$ cat src/rtl/carry_seq_pkg.sv
// Shared types and default sizing for the sequential carry-chained adder
// front end (carry_seq).
package carry_seq_pkg;

    // Operation sequencer states.
    typedef enum logic [1:0] {
        IDLE = 2'd0,
        BUSY = 2'd1,
        DONE = 2'd2
    } state_t;

    localparam int DEF_WIDTH   = 16;  // slice width == tile adder width
    localparam int DEF_SLICES  = 4;   // slices per operation
    localparam int DEF_TIMEOUT = 15;  // ack-wait limit per slice

endpackage

$ cat src/rtl/carry_seq.sv
// carry_seq: performs a WIDTH*SLICES-bit add by feeding one WIDTH-bit slice
// per step to an external tile adder, rippling its carry between slices.
// Optional feature: define CARRY_SEQ_TIMEOUT_EN to abort an operation when
// the adder fails to ack a slice within TIMEOUT BUSY cycles (res_err=1).
module carry_seq
    import carry_seq_pkg::*;
#(
    parameter int WIDTH   = DEF_WIDTH,
    parameter int SLICES  = DEF_SLICES,
    parameter int TIMEOUT = DEF_TIMEOUT
) (
    input  logic                      clk,
    input  logic                      reset_n,
    input  logic                      start_valid,
    output logic                      start_ready,
    input  logic [WIDTH*SLICES-1:0]   op_a,
    input  logic [WIDTH*SLICES-1:0]   op_b,
    input  logic                      op_cin,
    output logic [WIDTH-1:0]          add_a,
    output logic [WIDTH-1:0]          add_b,
    output logic                      add_carry_in,
    output logic                      add_carry_listen,
    output logic                      add_on_off,
    input  logic [WIDTH-1:0]          add_c,
    input  logic                      add_carry_out,
    input  logic                      add_ack,
    output logic [WIDTH*SLICES-1:0]   res_sum,
    output logic                      res_cout,
    output logic                      res_err,
    output logic                      res_valid,
    input  logic                      res_ready
);

    localparam int TOTAL = WIDTH * SLICES;
    localparam int IDX_W = $clog2(SLICES);
    localparam logic [IDX_W-1:0] LAST_IDX = IDX_W'(SLICES - 1);

    // Elaboration-time parameter sanity checks.
    if (SLICES < 2) begin : g_bad_slices
        $error("carry_seq: SLICES must be at least 2");
    end
    if (TIMEOUT < 1) begin : g_bad_timeout
        $error("carry_seq: TIMEOUT must be at least 1");
    end

    state_t             state, state_nxt;
    logic [TOTAL-1:0]   a_q, b_q, sum_q;
    logic [IDX_W-1:0]   idx;
    logic               carry;
    logic               cout_q;
    logic               last_slice;

    assign last_slice = (idx == LAST_IDX);
    assign res_sum    = sum_q;
    assign res_cout   = cout_q;

`ifdef CARRY_SEQ_TIMEOUT_EN
    localparam int TO_W = $clog2(TIMEOUT + 1);
    logic [TO_W-1:0] to_cnt;
    logic            timed_out;
    logic            err_q;

    // Consecutive no-ack BUSY cycles for the current slice; zero outside BUSY
    // so every slice (including the first) starts with a fresh budget.
    always_ff @(posedge clk or negedge reset_n) begin
        if (!reset_n)                        to_cnt <= '0;
        else if (state != BUSY || add_ack)   to_cnt <= '0;
        else                                 to_cnt <= to_cnt + 1'b1;
    end

    assign timed_out = (state == BUSY) && !add_ack && (to_cnt == TO_W'(TIMEOUT - 1));
    assign res_err   = err_q;
`else
    assign res_err   = 1'b0;
`endif

    // State register.
    always_ff @(posedge clk or negedge reset_n) begin
        if (!reset_n) state <= IDLE;
        else          state <= state_nxt;
    end

    // Next-state and handshake/adder-drive decode; adder pins are quiet
    // outside BUSY and hold steady while the adder stalls.
    always_comb begin
        state_nxt        = state;
        start_ready      = 1'b0;
        res_valid        = 1'b0;
        add_a            = '0;
        add_b            = '0;
        add_carry_in     = 1'b0;
        add_carry_listen = 1'b0;
        add_on_off       = 1'b0;
        case (state)
            IDLE: begin
                start_ready = 1'b1;
                if (start_valid) state_nxt = BUSY;
            end
            BUSY: begin
                add_a            = a_q[int'(idx)*WIDTH +: WIDTH];
                add_b            = b_q[int'(idx)*WIDTH +: WIDTH];
                add_carry_in     = carry;
                add_carry_listen = 1'b1;
                add_on_off       = 1'b1;
                if (add_ack && last_slice) state_nxt = DONE;
`ifdef CARRY_SEQ_TIMEOUT_EN
                if (timed_out)             state_nxt = DONE;
`endif
            end
            DONE: begin
                res_valid = 1'b1;
                if (res_ready) state_nxt = IDLE;
            end
            default: state_nxt = IDLE;
        endcase
    end

    // Operand latch, slice capture and carry ripple.
    always_ff @(posedge clk or negedge reset_n) begin
        if (!reset_n) begin
            a_q    <= '0;
            b_q    <= '0;
            sum_q  <= '0;
            idx    <= '0;
            carry  <= 1'b0;
            cout_q <= 1'b0;
`ifdef CARRY_SEQ_TIMEOUT_EN
            err_q  <= 1'b0;
`endif
        end else if (state == IDLE && start_valid) begin
            // Clearing the sum here keeps uncaptured slices at 0 on abort.
            a_q    <= op_a;
            b_q    <= op_b;
            sum_q  <= '0;
            idx    <= '0;
            carry  <= op_cin;
            cout_q <= 1'b0;
`ifdef CARRY_SEQ_TIMEOUT_EN
            err_q  <= 1'b0;
`endif
        end else if (state == BUSY) begin
            if (add_ack) begin
                sum_q[int'(idx)*WIDTH +: WIDTH] <= add_c;
                carry <= add_carry_out;
                if (last_slice) begin
                    idx    <= '0;
                    cout_q <= add_carry_out;
                end else begin
                    idx    <= idx + 1'b1;
                end
            end
`ifdef CARRY_SEQ_TIMEOUT_EN
            else if (timed_out) begin
                err_q  <= 1'b1;
                cout_q <= 1'b0;
                idx    <= '0;
            end
`endif
        end
    end

endmodule

$ cat config.mk
export PLATFORM = sky130hd
export DESIGN_NAME = carry_seq
export DESIGN_NICKNAME = d
export VERILOG_FILES = /design/src/rtl/carry_seq_pkg.sv /design/src/rtl/carry_seq.sv
export SDC_FILE = /design/constraint.sdc
export NUM_CORES = 1
export LEC_CHECK = 0
export ABC_AREA = 1
export BUFFER_PORTS_ARGS = -buffer_cell sky130_fd_sc_hd__buf_2
export CORE_AREA = 2 2 133 135
export DETAILED_ROUTE_END_ITERATION = 8
export DIE_AREA = 0 0 135 137
export GPL_TIMING_DRIVEN = 0
export PLACE_DENSITY = 0.84
export SKIP_LAST_GASP = 1
export SLEW_MARGIN = 20
export SYNTH_ARGS = -nofsm -noshare
export SYNTH_HDL_FRONTEND = slang
export SYNTH_SLANG_ARGS = --single-unit
$ cat constraint.sdc
create_clock -name clk -period 5.23 [get_ports clk]
set_input_delay 0.7845 -clock clk [delete_from_list [all_inputs] [get_ports clk]]
set_output_delay 0.7845 -clock clk [all_outputs]
set_load 0.02 [all_outputs]
# --- Word level (Yosys, flattened, before mapping) ---
# Index checks and enable logic that the tools add are counted.
# W data, S select, Z words.
op_classes:
  addsub: 2
  mul: 0
  div: 0
  n_lt_le_gt_ge: 0
  eq_ne: 6
  n_shift: 4
  n_mux: 25
  n_bitwise: 0
  n_reduce_logical: 9
op_table:
  columns: ["operator", "count"]
  rows:
  - ["$mux W64", 3]
  - ["$shiftx A64 B7 Y16", 2]
  - ["$bwmux W64", 1]
  - ["$shift A16 B33 Y64 const A", 1]
  - ["$shiftx A16 B33 Y64", 1]
  - ["$neg A6 Y33", 1]
  - ["$mux W16", 2]
  - ["$mux W2", 7]
  - ["$mux W1", 11]
  - ["$ne A2 B2 Y1 const B", 3]
  - ["$pmux W2 S3", 1]
  - ["$reduce_and A3 Y1", 2]
  - ["$reduce_bool A2 Y1", 3]
  - ["$eq A2 B2 Y1 const B", 2]
  - ["$add A2 B1 Y2 const B", 1]
  - ["$eq A2 B1 Y1 const B", 1]
  - ["$logic_and A1 B1 Y1", 2]
  - ["$logic_not A2 Y1", 1]
  - ["$reduce_and A2 Y1", 1]
word_totals:
  register_bits: 198
  latch_bits: 0
  mem_bits_rw: 0
  romBits: 0
  elab_cells: 53
  n_memories: 0

# --- Depth between registers and ports, before layout ---
# Gate-level depths: netlist of run 1.
depth:
  word_depth: 6
  mapped_depth: 11

# --- Worst setup path after synthesis of run 1 ---
# No wires, ideal clock.
synth_path:
  path_type: "reg-to-output"
  start: "reg idx[0]"
  end: "out add_a[10]"
  arrival_time_ns: 1.490
  path_slack_ns: 2.955
  stages_incl_launch_ff: 7
  path_cell_list: "dfrtp_1 > buf_2 > clkinv_1 > clkbuf_1 > nand2_1 > nand3_1 > a21oi_1"
synth_via:
  elab_chain_len: 2
synth_rtl:
  columns: ["item", "line", "rtl"]
  rows:
  - ["start, declared", "carry_seq.sv:48", "logic [IDX_W-1:0] idx;"]
  - ["start signal, assigned", "carry_seq.sv:149", "idx <= idx + 1'b1;"]
  - ["$shiftx A64 B7 Y16", "carry_seq.sv:100", "add_a = a_q[int'(idx)*WIDTH +: WIDTH];"]
  - ["$mux W16", "carry_seq.sv:94", "case (state)"]
  - ["end, declared", "carry_seq.sv:19", "output logic [WIDTH-1:0] add_a,"]
# No other way between the ends.

# --- Final worst setup path of run 1 ---
layout_path:
  start: "reg idx[0]"
  end: "out add_a[12]"
# Same word-level chain as after synthesis.

==> results.tsv, run 1 <==
stage	metric	value	unit
outcome	status	completed	
power_and_ir_drop	Final Power	6.84	mW
final_layout	area of the multi-input gates	3690	µm²
floorplanning	# IOs	254	
setup_path	CP peak stage delay	0.42	ns
clock_tree	cts-stage hold buffer count	0	
synth	Primary FF master, synth	dfrtp_1	
synth	syn avg cell area	7.64	µm²
final_layout	most common cell after layout, fill and taps aside	nand2_1	
drt	Routed WL per cell	15.9	µm
power_and_ir_drop	worst vdd ir	0.373	mV
power_and_ir_drop	Seq pwr share	0.339	
synth	async set-reset flop share out of synthesis	1.00	
floorplanning	# rows	48	
final_layout	Post-layout nets	1675	
clock_tree	clock tree buffer depth	2	
sta	final worst-path cycle share	0.647	
setup_path	required time of the worst setup path	4.45	ns
sta	Period minus WS final	3.38	ns
place	DP HPWL	20800	µm
drt	First-pass DRT Iterations	7	
flow_run	Max Cap Viol	0	
clock_tree	clk slew on worst S/H paths	0.07	ns
drt	DR vias	9221	
final_layout	share of cells above drive strength 1	0.229	
setup_path	CP Capture Type	output port	
synth	post-synth cell types	27	
setup_path	CP max FO	12	
floorplanning	Die X	135	µm
final_layout	storage element area	4950	µm²
synth	Yosys Warn Count	0	
floorplanning	chip height	137	µm
final_layout	Layout area overhead	23.1	%
grt	vias in the first global route	8847	
hold_path	Hold Crit Class	primary input to asynchronous set/reset pin	
setup_path	crit path max-delay cell type	clkbuf_1	
power_and_ir_drop	clock power share	0.191	
setup_path	R2R Setup Slk	2.33	ns
clock_tree	TritonCTS Sinks	198	
floorplanning	Total Die Area	18500	µm²
sta	achievable frequency	0.296	GHz
clock_tree	CTS tree	done	
setup_path	cell mode on critical path	buf_2	
sta	Setup TNS Final	0	ns
power_and_ir_drop	ratio of total power to cell area	584	nW/µm²
synth	Post-synth EDFFs	0	
floorplanning	core area	17100	µm²
floorplanning	Initial Util	0.558	
sta	setup violators final	0	
synth	synthesized cell area	9520	µm²
drt	DRC viols	0	
synth	sequential-to-total area share from yosys stat	0.521	
power_and_ir_drop	combinational power share	0.471	
sta	Hold Fails Final Rpt	0	
setup_path	critical path cell sequence	buf_2 > clkinv_1 > clkbuf_1 > nand2_1 > nand3_1 > a21oi_1 > buf_2	
power_and_ir_drop	leakage power	6.52	nW
clock_tree	Gates resized, CTS repair	0	
final_layout	most frequent cells in the layout	nand2_1, buf_2, dfrtp_1	
grt	antenna violations before repair	3	
drt	vias per cell	5.24	
drt	Post-DRT Antenna Nets	0	
power_and_ir_drop	sw frac	0.451	
synth	#FFs+latches synth	198	
setup_path	Crit Path Category	register to output port	
setup_path	CP arrival	2.60	ns
clock_tree	later-pin clock latency in the skew report	0.44	ns
setup_path	startpoint types	register	
clock_tree	H-tree depth	4	
sta	Slew Limit Fails	0	
synth	Cells after Synth	1245	
power_and_ir_drop	Internal	3.76	mW
place	IO Port Bufs	252	
synth	syn_nets	1402	
clock_tree	CTS buffer count	17	
grt	gr ovfl total	0	
grt	total track usage	0.309	
sta	clock skew after layout	0.00553	ns
drt	drt initial violations	859	
clock_tree	Post-CTS Setup Repair Bufs	0	
final_layout	fill count	1448	
drt	Routed WL	28000	µm
grt	pin count of the biggest net entering global routing	76	
clock_tree	CTS root buf	clkbuf_16	
sta	worst slew pin tran	0.690	ns
power_and_ir_drop	NetSw	3.08	mW
place	GPL Wtd Cong	0.902	
sta	Slew headroom	0.540	
grt	first-pass GRT wire length	44000	µm
sta	RSZ-0062 raised after global routing	no	
[through the flow]
stage	hold WS, ns	setup WS (ns)	cells	instance area, µm²	utilization
global placement	0.463	0.165	1722	11100	0.648
CTS	0.251	1.88	1756	11700	0.686
finish	0.249	1.85	1759	11700	0.687
detailed placement	0.466	2.39	1724	11100	0.652
global route	0.270	1.78	1759	11700	0.687
floorplan	0.450	2.96	1245	9520	-
[Yosys cell counts (3+ instances only)]
master | number | share of area
clkbuf_1 | 21 | 0.0083
nor2_1 | 99 | 0.039
nand2_1 | 441 | 0.17
nand3_1 | 134 | 0.070
ha_1 | 6 | 0.0079
nor2_4 | 6 | 0.0071
buf_2 | 31 | 0.016
o21ai_0 | 95 | 0.050
buf_4 | 13 | 0.010
inv_1 | 121 | 0.048
a21oi_1 | 33 | 0.017
dfrtp_1 | 198 | 0.52
buf_6 | 3 | 0.0036
buf_1 | 8 | 0.0032
nor3_1 | 16 | 0.0084
nand2_4 | 3 | 0.0036
[final cells by class]
type / count / share of cell area
flip-flops and latches: 198 / 0.423
multi-input cells: 845 / 0.315
repair buffers: 254 / 0.113
inverters: 126 / 0.0406
clock buffers: 18 / 0.0375
plain buffers: 76 / 0.0338
well taps: 225 / 0.0240
clock inverters: 14 / 0.0122
diodes: 3 / 0.000641
[flip-flops by register name (all words and copies together), names as in the netlist]
signal and flops:
a_q 64, b_q 64, carry 1, idx 2
res_cout 1, res_sum 64, state 2
[path summary, 6_finish.rpt]
check,start,end,cells after the start
max,idx[0],add_a[12],7
min,reset_n,a_q[6],1
min reg2reg,b_q[37],b_q[37],2
max reg2reg,idx[0],res_sum[46],11
max in group asynchronous,reset_n,res_sum[13],3
min in group clk,b_q[37],b_q[37],2
[critical path, delay by kind of cell (launching register included)]
kind	cells	cell delay, ns
buf+inv	4	1.22
flops	1	0.40
simple gates	2	0.30
compound gates	1	0.24
[power by group through the flow]
stage | clock network (mW) | registers (mW) | logic, mW
after floorplan | 0 | 2.37 | 2.09
after detailed placement | 0 | 2.34 | 3.16
final | 1.30 | 2.32 | 3.22
after CTS | 1.31 | 2.31 | 3.19
after global placement | 0 | 2.31 | 3.09
after global routing | 1.38 | 2.36 | 3.57
[metal layers]
| metal | track usage | wire [µm] | vias up |
|---|---|---|---|
| met1 | 0.409 | 11800 | 4320 |
| met3 | 0.0548 | 2040 | 59 |
| met5 | 0 | 0 | - |
| met4 | 0.120 | 845 | 0 |
| met2 | 0.510 | 13300 | 421 |
| li1 | - | - | 4421 |
[logic make-up (layout without fill, tap and decap cells)]
| logic type | after synthesis | in the layout | share of synthesized area |
|---|---|---|---|
| simple gates | 705 | 705 | 0.308 |
| buf+inv | 202 | 488 | 0.0915 |
| flops | 198 | 198 | 0.521 |
| compound gates | 133 | 133 | 0.0710 |
| fa+ha+maj | 6 | 6 | 0.00789 |
| other cells | 1 | 4 | 0.000394 |
No activity file was read; power rests on OpenSTA's default activity.
==> run 2, diff against run 1 <==
--- a/config.mk
+++ b/config.mk
@@ -7,11 +7,11 @@
 export LEC_CHECK = 0
 export ABC_AREA = 1
 export BUFFER_PORTS_ARGS = -buffer_cell sky130_fd_sc_hd__buf_2
-export CORE_AREA = 2 2 133 135
+export CORE_AREA = 2 2 144 146
 export DETAILED_ROUTE_END_ITERATION = 8
-export DIE_AREA = 0 0 135 137
+export DIE_AREA = 0 0 146 148
 export GPL_TIMING_DRIVEN = 0
-export PLACE_DENSITY = 0.84
+export PLACE_DENSITY = 0.76
 export SKIP_LAST_GASP = 1
 export SLEW_MARGIN = 20
 export SYNTH_ARGS = -nofsm -noshare
==> constraint.sdc (replaced) <==
create_clock -name clk -period 2.9 [get_ports clk]
set_input_delay 0.435 -clock clk [delete_from_list [all_inputs] [get_ports clk]]
set_output_delay 0.435 -clock clk [all_outputs]
set_load 0.02 [all_outputs]
==> results.tsv, run 2 (synthesis results as in run 1) <==
stage	metric	value	unit
outcome	status	completed	
clock_tree	CTS root buf	clkbuf_16	
setup_path	CP arrival	2.37	ns
hold_path	Cells on Worst Hold Path	2	
drt	DR vias	9104	
setup_path	cell mode on critical path	buf_2	
grt	antenna violations before repair	3	
final_layout	most common cell after layout, fill and taps aside	nand2_1	
floorplanning	# IOs	254	
place	DP HPWL	21500	µm
grt	vias in the first global route	8910	
floorplanning	Total Die Area	21600	µm²
grt	first-pass GRT wire length	45000	µm
grt	GRT met3 Usage	0.0494	
power_and_ir_drop	worst vdd ir	0.526	mV
clock_tree	CTS tree	done	
sta	Slew headroom	0.615	
final_layout	share of cells above drive strength 1	0.231	
grt	GR Util met1	0.359	
sta	clock skew after layout	0.0119	ns
clock_tree	H-tree depth	4	
setup_path	r2r worst-path depth	11	
setup_path	R2R Setup Slk	0.23	ns
drt	DRC viols	0	
place	dpl ws	-0.124	ns
sta	Slew Limit Fails	0	
drt	Routed WL per cell	15.8	µm
place	IO Port Bufs	252	
hold_path	hold path start	res_ready	
sta	RSZ-0062 raised after global routing	no	
clock_tree	Post-CTS Setup Repair Bufs	0	
hold_path	Hold Crit Class	primary input to register	
drt	Routed WL	28500	µm
drt	drt initial violations	591	
setup_path	crit path max-delay cell type	buf_1	
floorplanning	# rows	52	
clock_tree	later-pin clock latency in the skew report	0.44	ns
setup_path	required time of the worst setup path	2.47	ns
power_and_ir_drop	Final Power	12.5	mW
flow_run	Max Cap Viol	0	
setup_path	CP max FO	10	
final_layout	fill count	1882	
setup_path	Crit Path Category	register to output port	
setup_path	Critical R2R Launch	idx[0]	
power_and_ir_drop	ratio of total power to cell area	1060	nW/µm²
setup_path	critical path cell sequence	inv_1 > buf_2 > buf_1 > nand3_1 > a21oi_1 > buf_2	
drt	vias per cell	5.05	
sta	worst slew pin tran	0.578	ns
place	placed cells	1769	
final_layout	Post-layout nets	1675	
grt	gr ovfl total	0	
floorplanning	Die X	146	µm
sta	achievable frequency	0.357	GHz
sta	PnR worst setup slack	0.0991	ns
final_layout	non-filler cells, final	1802	
sta	setup violators final	0	
clock_tree	TritonCTS Sinks	198	
final_layout	Layout area overhead	24.1	%
final_layout	post-layout util	0.589	
final_layout	most frequent cells in the layout	nand2_1, buf_2, dfrtp_1	
floorplanning	core area	20000	µm²
power_and_ir_drop	leakage power	6.56	nW
hold_path	WHS Endpoint	state[1]	
grt	total track usage	0.266	
clock_tree	clk slew on worst S/H paths	0.07	ns
grt	met2 usage	0.439	
clock_tree	clock tree buffer depth	2	
sta	Setup TNS Final	0	ns
grt	pin count of the biggest net entering global routing	87	
setup_path	CP peak stage delay	0.48	ns
sta	Hold Fails Final Rpt	0	
drt	Post-DRT Antenna Nets	0	
sta	Period minus WS final	2.80	ns
setup_path	startpoint types	register	
grt	GRT Max-Usage Layer	met2	
sta	final worst-path cycle share	0.966	
setup_path	reg2reg end	res_sum[45]	
floorplanning	chip height	148	µm
setup_path	CP Capture Type	output port	
drt	First-pass DRT Iterations	7	
floorplanning	Initial Util	0.475	
place	GPL Wtd Cong	0.890	
clock_tree	CTS buffer count	17	
run 2: final cells by class:
cell class	count	area, µm²	share of cell area
Timing Repair Buffer	255	1340	0.113
Clock buffer	18	439	0.0372
Tap cell	270	338	0.0286
Buffer	75	397	0.0336
Multi-Input combinational cell	845	3690	0.312
Sequential cell	198	4950	0.420
Inverter	126	477	0.0404
Antenna cell	1	2.50	0.000212
Clock inverter	14	174	0.0147
run 2: critical path, delay by kind of cell, from the launching register on:
family                 cells  cell delay (ns)
DFF                        1             0.43
AOI/OAI and AO/OA          1             0.29
buffers and inverters      4             1.07
and+or+nand+nor            1             0.13
run 2: through the flow:
stage,instance area [µm²],hold slack (ns)
2_1_floorplan,9520,0.139
3_3_place_gp,11100,0.464
3_5_place_dp,11200,0.377
4_1_cts,11800,0.171
5_1_grt,11800,0.174
6_report,11800,0.184
run 2: repair_timing:
item                                   in CTS  in global routing
endpoints found under the hold margin      49                  0
hold buffers                                1                  0
setup endpoints to repair                  24                 14
resized for setup                           3                  1
run 2: worst max-delay path by stage:
stage	start	to	slack, ns	depth (start not counted)
after detailed placement	idx[0]	res_sum[45]	-0.12	11
after global placement	reset_n	a_q[24]	-1.88	1
after CTS	idx[0]	add_a[12]	0.07	7
final	idx[1]	add_b[0]	0.1	6
after global routing	idx[1]	add_b[0]	0.01	6
after floorplan	idx[0]	res_sum[38]	0.75	11
run 2: power by group:
| part | internal [mW] | leakage, nW | switching, mW | total (mW) |
|---|---|---|---|---|
| combinational | 1.79 | 3.71 | 4.05 | 5.84 |
| sequential | 3.76 | 2.55 | 0.398 | 4.16 |
| clock | 1.27 | 0.301 | 1.20 | 2.47 |
run 2: per-layer routing:
layer	vias up	wire, µm
li1	4413	-
met1	4241	12300
met2	389	13400
met3	57	2110
met4	4	711
met5	-	27
==> run 3, diff against run 2 <==
--- a/config.mk
+++ b/config.mk
@@ -7,11 +7,11 @@
 export LEC_CHECK = 0
 export ABC_AREA = 1
 export BUFFER_PORTS_ARGS = -buffer_cell sky130_fd_sc_hd__buf_2
-export CORE_AREA = 2 2 144 146
+export CORE_AREA = 2 2 182 184
 export DETAILED_ROUTE_END_ITERATION = 8
-export DIE_AREA = 0 0 146 148
+export DIE_AREA = 0 0 184 186
 export GPL_TIMING_DRIVEN = 0
-export PLACE_DENSITY = 0.76
+export MAX_ROUTING_LAYER = met4
 export SKIP_LAST_GASP = 1
 export SLEW_MARGIN = 20
 export SYNTH_ARGS = -nofsm -noshare
==> results.tsv, run 3 (synthesis results as in run 1) <==
stage	metric	value	unit
outcome	status	completed	
setup_path	required time of the worst setup path	2.47	ns
drt	DRC viols	0	
sta	worst slew pin tran	0.628	ns
clock_tree	clock tree buffer depth	2	
floorplanning	# IOs	254	
grt	total track usage	0.200	
setup_path	CP peak stage delay	0.41	ns
drt	drt initial violations	610	
sta	Hold Fails Final Rpt	0	
sta	achievable frequency	0.360	GHz
final_layout	share of cells above drive strength 1	0.238	
final_layout	post-layout util	0.374	
power_and_ir_drop	leakage power	6.61	nW
floorplanning	# rows	66	
sta	setup violators final	0	
drt	Routed WL	32800	µm
grt	met2 usage	0.326	
setup_path	crit path max-delay cell type	dfrtp_1	
final_layout	storage element area	4950	µm²
clock_tree	later-pin clock latency in the skew report	0.45	ns
floorplanning	core area	32200	µm²
floorplanning	Total Die Area	34200	µm²
final_layout	area of the multi-input gates	3690	µm²
sta	final worst-path cycle share	0.959	
grt	GR Util met1	0.257	
setup_path	cell mode on critical path	buf_2	
drt	First-pass DRT Iterations	5	
clock_tree	TritonCTS Sinks	198	
power_and_ir_drop	Final Power	12.8	mW
flow_run	Max Cap Viol	0	
sta	Period minus WS final	2.78	ns
sta	Slew headroom	0.581	
final_layout	most frequent cells in the layout	nand2_1, buf_2, dfrtp_1	
setup_path	CP arrival	2.35	ns
clock_tree	CTS root buf	clkbuf_16	
final_layout	fill count	3459	
floorplanning	Die X	184	µm
drt	vias per cell	4.65	
grt	gr ovfl total	0	
setup_path	critical path cell sequence	buf_4 > clkinv_2 > buf_2 > nand2_1 > nand3_1 > a21oi_1 > buf_2	
final_layout	Post-layout nets	1676	
clock_tree	CTS tree	done	
floorplanning	chip height	186	µm
grt	pin count of the biggest net entering global routing	90	
grt	first-pass GRT wire length	50100	µm
drt	DR vias	9031	
drt	Routed WL per cell	16.9	µm
clock_tree	H-tree depth	4	
grt	vias in the first global route	9095	
power_and_ir_drop	worst vdd ir	0.447	mV
grt	GRT Max-Usage Layer	met2	
place	DP HPWL	24400	µm
grt	antenna violations before repair	4	
sta	Slew Limit Fails	0	
setup_path	Crit Path Category	register to output port	
final_layout	most common cell after layout, fill and taps aside	nand2_1	
setup_path	startpoint types	register	
sta	clock skew after layout	0.0135	ns
setup_path	CP Capture Type	output port	
final_layout	Layout area overhead	26.7	%
power_and_ir_drop	ratio of total power to cell area	1060	nW/µm²
final_layout	fin area	12100	µm²
grt	GRT met3 Usage	0.0354	
place	IO Port Bufs	252	
sta	Setup TNS Final	0	ns
setup_path	CP max FO	12	
place	dpl cell area	11400	µm²
drt	Post-DRT Antenna Nets	0	
sta	RSZ-0062 raised after global routing	no	
place	GPL Wtd Cong	0.893	
floorplanning	Initial Util	0.295	
hold_path	Hold Crit Class	primary input to register	
clock_tree	CTS buffer count	17	
clock_tree	clk slew on worst S/H paths	0.08	ns
## run 3: cell types whose count changed in the layout (fill, tap and decap cells not counted), sizes merged
cell and delta:
bufinv +3, diode +3, buf +2, clkbuf -2, inv -2
## run 3: per-layer routing
metal	vias to the layer above	part of all wire
li1	4424	-
met1	4233	0.45
met2	341	0.47
met3	33	0.065
met4	0	0.016
met5	-	0
## run 3: where the power goes
group | internal, mW | switching [mW] | total [mW]
Sequential | 3.76 | 0.400 | 4.16
Combinational | 1.81 | 4.14 | 5.95
Clock | 1.49 | 1.21 | 2.70
Total | 7.06 | 5.75 | 12.8
## run 3: cell type report
cell class / instances / area share
repair buffers: 255 / 0.111
well taps: 408 / 0.0423
inverters: 126 / 0.0395
clock buffers: 17 / 0.0353
plain buffers: 76 / 0.0343
multi-input cells: 845 / 0.306
flip-flops and latches: 198 / 0.411
diodes: 4 / 0.000830
clock inverters: 15 / 0.0197
## run 3: timing repair
item / in CTS / in global routing
endpoints found under the hold margin: 37 / 0
hold buffers: 1 / 0
gates resized for setup: 8 / 13
buffers inserted: 0 / 0
setup endpoints to repair: 77 / 20
## run 3: worst max-delay path, delay by kind of cell, from the launching register on
family                 cells  cell delay [ns]
AO/OA/AOI/OAI              1             0.31
buffers and inverters      4             1.00
AND/OR/NAND/NOR            2             0.16
flip-flops                 1             0.41
## run 3: worst paths after layout
check | start | to | slack (ns) | cells past startpoint
setup / recovery | idx[0] | add_a[14] | 0.12 | 7
hold / removal | res_ready | state[1] | 0.15 | 2
setup reg to reg | idx[0] | res_sum[43] | 0.37 | 11
hold reg to reg | b_q[36] | b_q[36] | 0.48 | 2
max in group asynchronous | reset_n | a_q[55] | 1.63 | 3
min in group asynchronous | reset_n | b_q[8] | 0.47 | 2
## run 3: per-stage QoR
stage / setup slack (ns) / cells / hold slack, ns
after floorplan: 0.748 / 1245 / 0.139
after global placement: -2.17 / 1905 / 0.465
after detailed placement: -0.349 / 1907 / 0.358
after CTS: 0.000408 / 1940 / 0.133
after global routing: 0.0278 / 1944 / 0.148
final: 0.119 / 1944 / 0.152
